<file path="src/rtl/instr_feeder.sv">
// Instruction feeder: buffers a byte-loaded program and presents one 16-bit
// word per core execution cycle, advancing on the final tick phase.
module instr_feeder #(
    parameter int         DEPTH     = 16,
    parameter int         AW        = 4,
    parameter logic [4:0] LAST_TICK = 5'b10000
) (
    input  logic          clk,
    input  logic          reset_n,
    input  logic          load_valid,
    output logic          load_ready,
    input  logic [7:0]    load_data,
    input  logic          start,
    input  logic          clear,
    input  logic [4:0]    tick,
    output logic [15:0]   instruction,
    output logic          enable,
    output logic [AW-1:0] pc,
    output logic [AW:0]   count,
    output logic          done
);

    typedef enum logic [1:0] {
        S_LOAD = 2'd0,
        S_RUN  = 2'd1,
        S_DONE = 2'd2
    } state_t;

    localparam logic [AW:0]   L_DEPTH     = DEPTH[AW:0];
    localparam logic [AW-1:0] L_ZERO_ADDR = '0;

    state_t r_state;
    state_t w_state_nxt;

    logic [15:0]   r_mem [DEPTH];
    logic [AW-1:0] r_wr_ptr;
    logic [AW:0]   r_count;
    logic          r_byte_phase;
    logic [7:0]    r_low_hold;
    logic [AW-1:0] r_pc;
    logic [15:0]   r_instruction;
    logic          r_enable;
    logic          r_done;

    logic          w_load_ready;
    logic          w_accept;
    logic          w_start_ok;
    logic          w_last_tick;
    logic          w_last_word;
    logic [AW-1:0] w_pc_inc;

    logic [AW-1:0] w_wr_ptr_nxt;
    logic [AW:0]   w_count_nxt;
    logic          w_phase_nxt;
    logic          w_low_we;
    logic          w_mem_we;
    logic [AW-1:0] w_pc_nxt;
    logic [15:0]   w_instr_nxt;
    logic          w_enable_nxt;
    logic          w_done_nxt;

    // Byte acceptance wins over start, and clear wins over both.
    assign w_load_ready = (r_state == S_LOAD) && (r_count < L_DEPTH);
    assign w_accept     = load_valid && w_load_ready && !clear;
    assign w_start_ok   = start && !clear && !w_accept && (r_count != '0) && !r_byte_phase;
    assign w_last_tick  = (tick == LAST_TICK);
    assign w_last_word  = ({1'b0, r_pc} == (r_count - 1'b1));
    assign w_pc_inc     = r_pc + 1'b1;

    // NOTE: sequential state uses non-blocking assignments so every register
    // samples pre-edge values, independent of block evaluation order.
    always_ff @(posedge clk or negedge reset_n) begin
        if (!reset_n) begin
            r_state <= S_LOAD;
        end else begin
            r_state <= w_state_nxt;
        end
    end

    // NOTE: every always_comb output gets a default first so no path leaves
    // a signal unassigned, which would otherwise infer a latch.
    always_comb begin
        w_state_nxt = r_state;
        unique case (r_state)
            S_LOAD:  if (w_start_ok) w_state_nxt = S_RUN;
            S_RUN:   if (w_last_tick && w_last_word) w_state_nxt = S_DONE;
            S_DONE:  if (w_start_ok) w_state_nxt = S_RUN;
            default: w_state_nxt = S_LOAD;
        endcase
        if (clear) begin
            w_state_nxt = S_LOAD;
        end
    end

    always_comb begin
        w_wr_ptr_nxt = r_wr_ptr;
        w_count_nxt  = r_count;
        w_phase_nxt  = r_byte_phase;
        w_low_we     = 1'b0;
        w_mem_we     = 1'b0;
        w_pc_nxt     = r_pc;
        w_instr_nxt  = r_instruction;
        w_enable_nxt = r_enable;
        w_done_nxt   = r_done;

        if (w_accept) begin
            if (!r_byte_phase) begin
                w_low_we    = 1'b1;
                w_phase_nxt = 1'b1;
            end else begin
                w_mem_we     = 1'b1;
                w_phase_nxt  = 1'b0;
                w_wr_ptr_nxt = r_wr_ptr + 1'b1;
                w_count_nxt  = r_count + 1'b1;
            end
        end

        unique case (r_state)
            S_LOAD, S_DONE: begin
                if (w_start_ok) begin
                    w_pc_nxt     = '0;
                    w_instr_nxt  = r_mem[L_ZERO_ADDR];
                    w_enable_nxt = 1'b1;
                    w_done_nxt   = 1'b0;
                end
            end
            S_RUN: begin
                if (w_last_tick) begin
                    if (w_last_word) begin
                        w_instr_nxt  = 16'h0000;
                        w_enable_nxt = 1'b0;
                        w_done_nxt   = 1'b1;
                    end else begin
                        w_pc_nxt    = w_pc_inc;
                        w_instr_nxt = r_mem[w_pc_inc];
                    end
                end
            end
            default: ;
        endcase

        if (clear) begin
            w_wr_ptr_nxt = '0;
            w_count_nxt  = '0;
            w_phase_nxt  = 1'b0;
            w_low_we     = 1'b0;
            w_mem_we     = 1'b0;
            w_pc_nxt     = '0;
            w_instr_nxt  = 16'h0000;
            w_enable_nxt = 1'b0;
            w_done_nxt   = 1'b0;
        end
    end

    always_ff @(posedge clk or negedge reset_n) begin
        if (!reset_n) begin
            r_wr_ptr      <= '0;
            r_count       <= '0;
            r_byte_phase  <= 1'b0;
            r_low_hold    <= 8'h00;
            r_pc          <= '0;
            r_instruction <= 16'h0000;
            r_enable      <= 1'b0;
            r_done        <= 1'b0;
        end else begin
            r_wr_ptr      <= w_wr_ptr_nxt;
            r_count       <= w_count_nxt;
            r_byte_phase  <= w_phase_nxt;
            r_pc          <= w_pc_nxt;
            r_instruction <= w_instr_nxt;
            r_enable      <= w_enable_nxt;
            r_done        <= w_done_nxt;
            if (w_low_we) begin
                r_low_hold <= load_data;
            end
        end
    end

    // NOTE: the buffer has no reset; count alone defines which words are valid,
    // so resetting the array would only cost flops and reset routing.
    always_ff @(posedge clk) begin
        if (w_mem_we) begin
            r_mem[r_wr_ptr] <= {load_data, r_low_hold};
        end
    end

    assign load_ready  = w_load_ready;
    assign instruction = r_instruction;
    assign enable      = r_enable;
    assign pc          = r_pc;
    assign count       = r_count;
    assign done        = r_done;

endmodule

</file>
<file path="config.mk">
export PLATFORM = sky130hd
export DESIGN_NAME = instr_feeder
export DESIGN_NICKNAME = d
export VERILOG_FILES = /design/src/rtl/instr_feeder.sv
export SDC_FILE = /design/constraint.sdc
export NUM_CORES = 1
export LEC_CHECK = 0
export CAP_MARGIN = 0
export CORE_ASPECT_RATIO = 1.1
export CORE_MARGIN = 5
export CORE_UTILIZATION = 45
export CTS_CLUSTER_DIAMETER = 60
export CTS_CLUSTER_SIZE = 8
export DETAILED_ROUTE_END_ITERATION = 7
export GPL_TIMING_DRIVEN = 0
export PLACE_DENSITY = 0.74
export SYNTH_ARGS = -nofsm -noshare
export SYNTH_HDL_FRONTEND = slang
export SYNTH_SLANG_ARGS = --single-unit
</file>
<file path="constraint.sdc">
create_clock -name clk -period 3.8 [get_ports clk]
set_input_delay 0.38 -clock clk [delete_from_list [all_inputs] [get_ports clk]]
set_output_delay 0.38 -clock clk [all_outputs]
set_load 0.02 [all_outputs]
</file>
==> results.yml <==
pwr:
  seqPwrFrac: 0.505
  combPwrFrac: 0.036
  power.density_mw_per_mm2: 524
  power.leakage_uw: 0.00473
  p_clk_frac: 0.459
  switching_share: 0.208
  cellInternalPower_uw: 5970
  ir_drop_v: 0.000310
  switchingPower_uw: 1570
  total_power_uw: 7540
timing:
  finalSetupTns_ns: 0
  rsz0062_at_grt: "no"
  setup_viol: 0
  layout_min_cycle_time_ns: 2.95
  period_share: 0.777
  worst_slack_ns: 0.847
  tightest_slew_ns: 0.826
  fin_skew_ns: 0.0146
  relSlewSlack: 0.447
  finalHoldViolations: 0
  whs_ns: 0.180
  maxSlewViolCount: 0
  max_freq_mhz: 339
floorplanning:
  die_h_um: 181
  start_util: 0.457
  core_area_mm2: 0.0261
  row_count: 62
  dieArea_mm2: 0.0299
  ios: 46
  dieWidth_um: 165
grt:
  grtUsageMet2: 0.317
  gr-total-overflow: 0
  grt_usage: 0.186
  use_met1: 0.238
  grt_pass1_vias: 6869
  grt_max_degree: 39
  grt-busiest-layer: "met2"
  use_met3: 0.0374
  antenna_found_initial: 0
  grt_pass1_wl_um: 41800
cts:
  root_buffer: "clkbuf_16"
  path_clk_slew_ns: 0.05
  cts_htree_levels: 2
  cts_sinks: 298
  cts_buffer_depth: 3
  cts_tree: "done"
  cts_setup_buffers: 0
  cts_buffers: 43
  clk-insertion-delay-late_ns: 0.52
logic_synthesis:
  yosys_warnings: 0
  ys_ff_latch: 298
  syn-num-nets: 650
  postSynth.asyncResetShare: 0.141
  synthFlopType: "edfxtp_1"
  synthTopCellsByArea: "edfxtp_1, mux4_2, dfrtp_1, mux2_2, mux2i_1"
  syn_area_per_cell_um2: 19.1
  netlist_area_mm2: 0.0120
  ys_seq_area_frac: 0.731
  netlist.area_leader.share: 0.643
  ys_types: 43
  yosys.area.top_type: "edfxtp_1"
  synthCells: 625
  synth-edff-count: 256
final_layout:
  fill_cells: 1936
  area_growth_pct: 20.4
  num_antenna_cells: 0
  fin_util: 0.550
  ff_latch_area_mm2: 0.00874
  nNetsFinal: 757
  layout_common_cells: "edfxtp_1, mux4_2, clkbuf_16"
  drive_above_1_share: 0.265
  layout_commonest_cell: "edfxtp_1"
  multi_input_area_mm2: 0.00304
route:
  drt_iter0_drc: 635
  viasPerCell: 5.72
  vias: 6395
  ant_nets: 0
  drc_errors: 0
  wl_per_cell_um: 24.5
  drt_wl_total_um: 27400
  drt-pass1-iter-count: 5
placement:
  dp_hpwl_um: 17400
  gp_congestion: 0.841
  place_ws_ns: 0.752
  portBuffers: 44
worst_setup_path:
  end_kind: "flip-flop"
  r2r_setup_slack_ns: 0.85
  crit_type: "reg -> reg"
  start_kind: "flip-flop"
  rr_worst_depth: 6
  crit_required_ns: 4.02
  path_max_fanout: 9
  crit_arrival_ns: 3.17
worst_hold_path:
  hold_class: "in -> reg"
  min_path_cells: 2
run_status:
  status: "finished, final reports clean"
job:
  maxCapViolations: 0
[final cells by class]
| cell class | count | area share |
|---|---|---|
| clock buffer | 76 | 0.0849 |
| clock inverter | 3 | 0.00235 |
| timing repair buffer | 62 | 0.0480 |
| sequential | 298 | 0.607 |
| tap | 352 | 0.0306 |
| multi-input combinational | 288 | 0.211 |
| buffer | 34 | 0.0145 |
| inverter | 5 | 0.00130 |
[power groups by stage]
| stage | clock, uW | sequential [uW] | combinational, uW |
|---|---|---|---|
| final | 3460 | 3800 | 271 |
| after global routing | 3690 | 3810 | 293 |
| after CTS | 3510 | 3800 | 272 |
| after detailed placement | 0 | 3860 | 267 |
| after global placement | 0 | 3850 | 255 |
| after floorplan | 0 | 3830 | 128 |
[synthesized netlist by cell type, types with 2 or more instances]
| cell | number |
|---|---|
| mux2_2 | 25 |
| and3_1 | 2 |
| mux2i_1 | 18 |
| clkbuf_1 | 6 |
| mux4_2 | 64 |
| nor3b_1 | 2 |
| a41oi_1 | 2 |
| buf_6 | 5 |
| nor3_1 | 7 |
| nand2b_1 | 4 |
| dfrtp_1 | 42 |
| nand2_1 | 26 |
| buf_4 | 7 |
| inv_1 | 5 |
| nand3_1 | 2 |
| xor2_1 | 7 |
| nor2b_1 | 2 |
| ha_1 | 7 |
| a21oi_1 | 20 |
| nand4_1 | 3 |
| buf_2 | 14 |
| o211ai_1 | 17 |
| edfxtp_1 | 256 |
| buf_1 | 2 |
| o21ai_0 | 19 |
| xnor2_1 | 6 |
| nor2_1 | 39 |
[critical path: stages (launching register included)]
cell and delay, ns:
dfrtp_1 0.46, nor3_1 0.29, nand2_1 0.16, nor3b_1 0.50
nand2_1 0.34, nor2_2 0.64, buf_8 0.24
[state kept, by name (all words and copies together), names as in the netlist]
signal and flops:
r_mem 256, instruction 16, r_low_hold 8, count 5, pc 4, r_wr_ptr 4, r_state 2, done 1
enable 1, r_byte_phase 1
[routing by layer]
metal,up-vias,share of wire
li1,2715,-
met1,3298,0.39
met2,313,0.51
met3,69,0.073
met4,0,0.030
met5,-,0
[stage by stage]
stage          cells  area (um2)
2_1_floorplan    625       12000
3_3_place_gp    1021       12800
3_5_place_dp    1038       13100
4_1_cts         1118       14400
5_1_grt         1118       14400
6_report        1118       14400
[final timing paths]
check | startpoint | to
worst max-delay path | count[4] | r_mem[4][6]
worst min-delay path | clear | r_byte_phase
worst max register to register | count[4] | r_mem[4][6]
worst min register to register | enable | enable
max in group asynchronous | reset_n | r_low_hold[1]
min in group asynchronous | reset_n | r_wr_ptr[1]
[kinds of logic (layout without fill, tap and decap cells)]
logic type | count (synthesis) | in the layout | share of synthesized area
buffers and inverters | 39 | 180 | 0.0190
DFF | 298 | 298 | 0.731
AOI/OAI and AO/OA | 64 | 64 | 0.0334
and+or+nand+nor | 95 | 95 | 0.0373
adders and majority gates | 7 | 7 | 0.00733
muxes | 107 | 107 | 0.159
xor gates and xnor gates | 15 | 15 | 0.0129
[timing repair]
item,in CTS,in global routing
hold buffers,1,0
gates resized for setup,0,0
endpoints found under the hold margin,42,0
No activity file was read; power rests on OpenSTA's default activity.
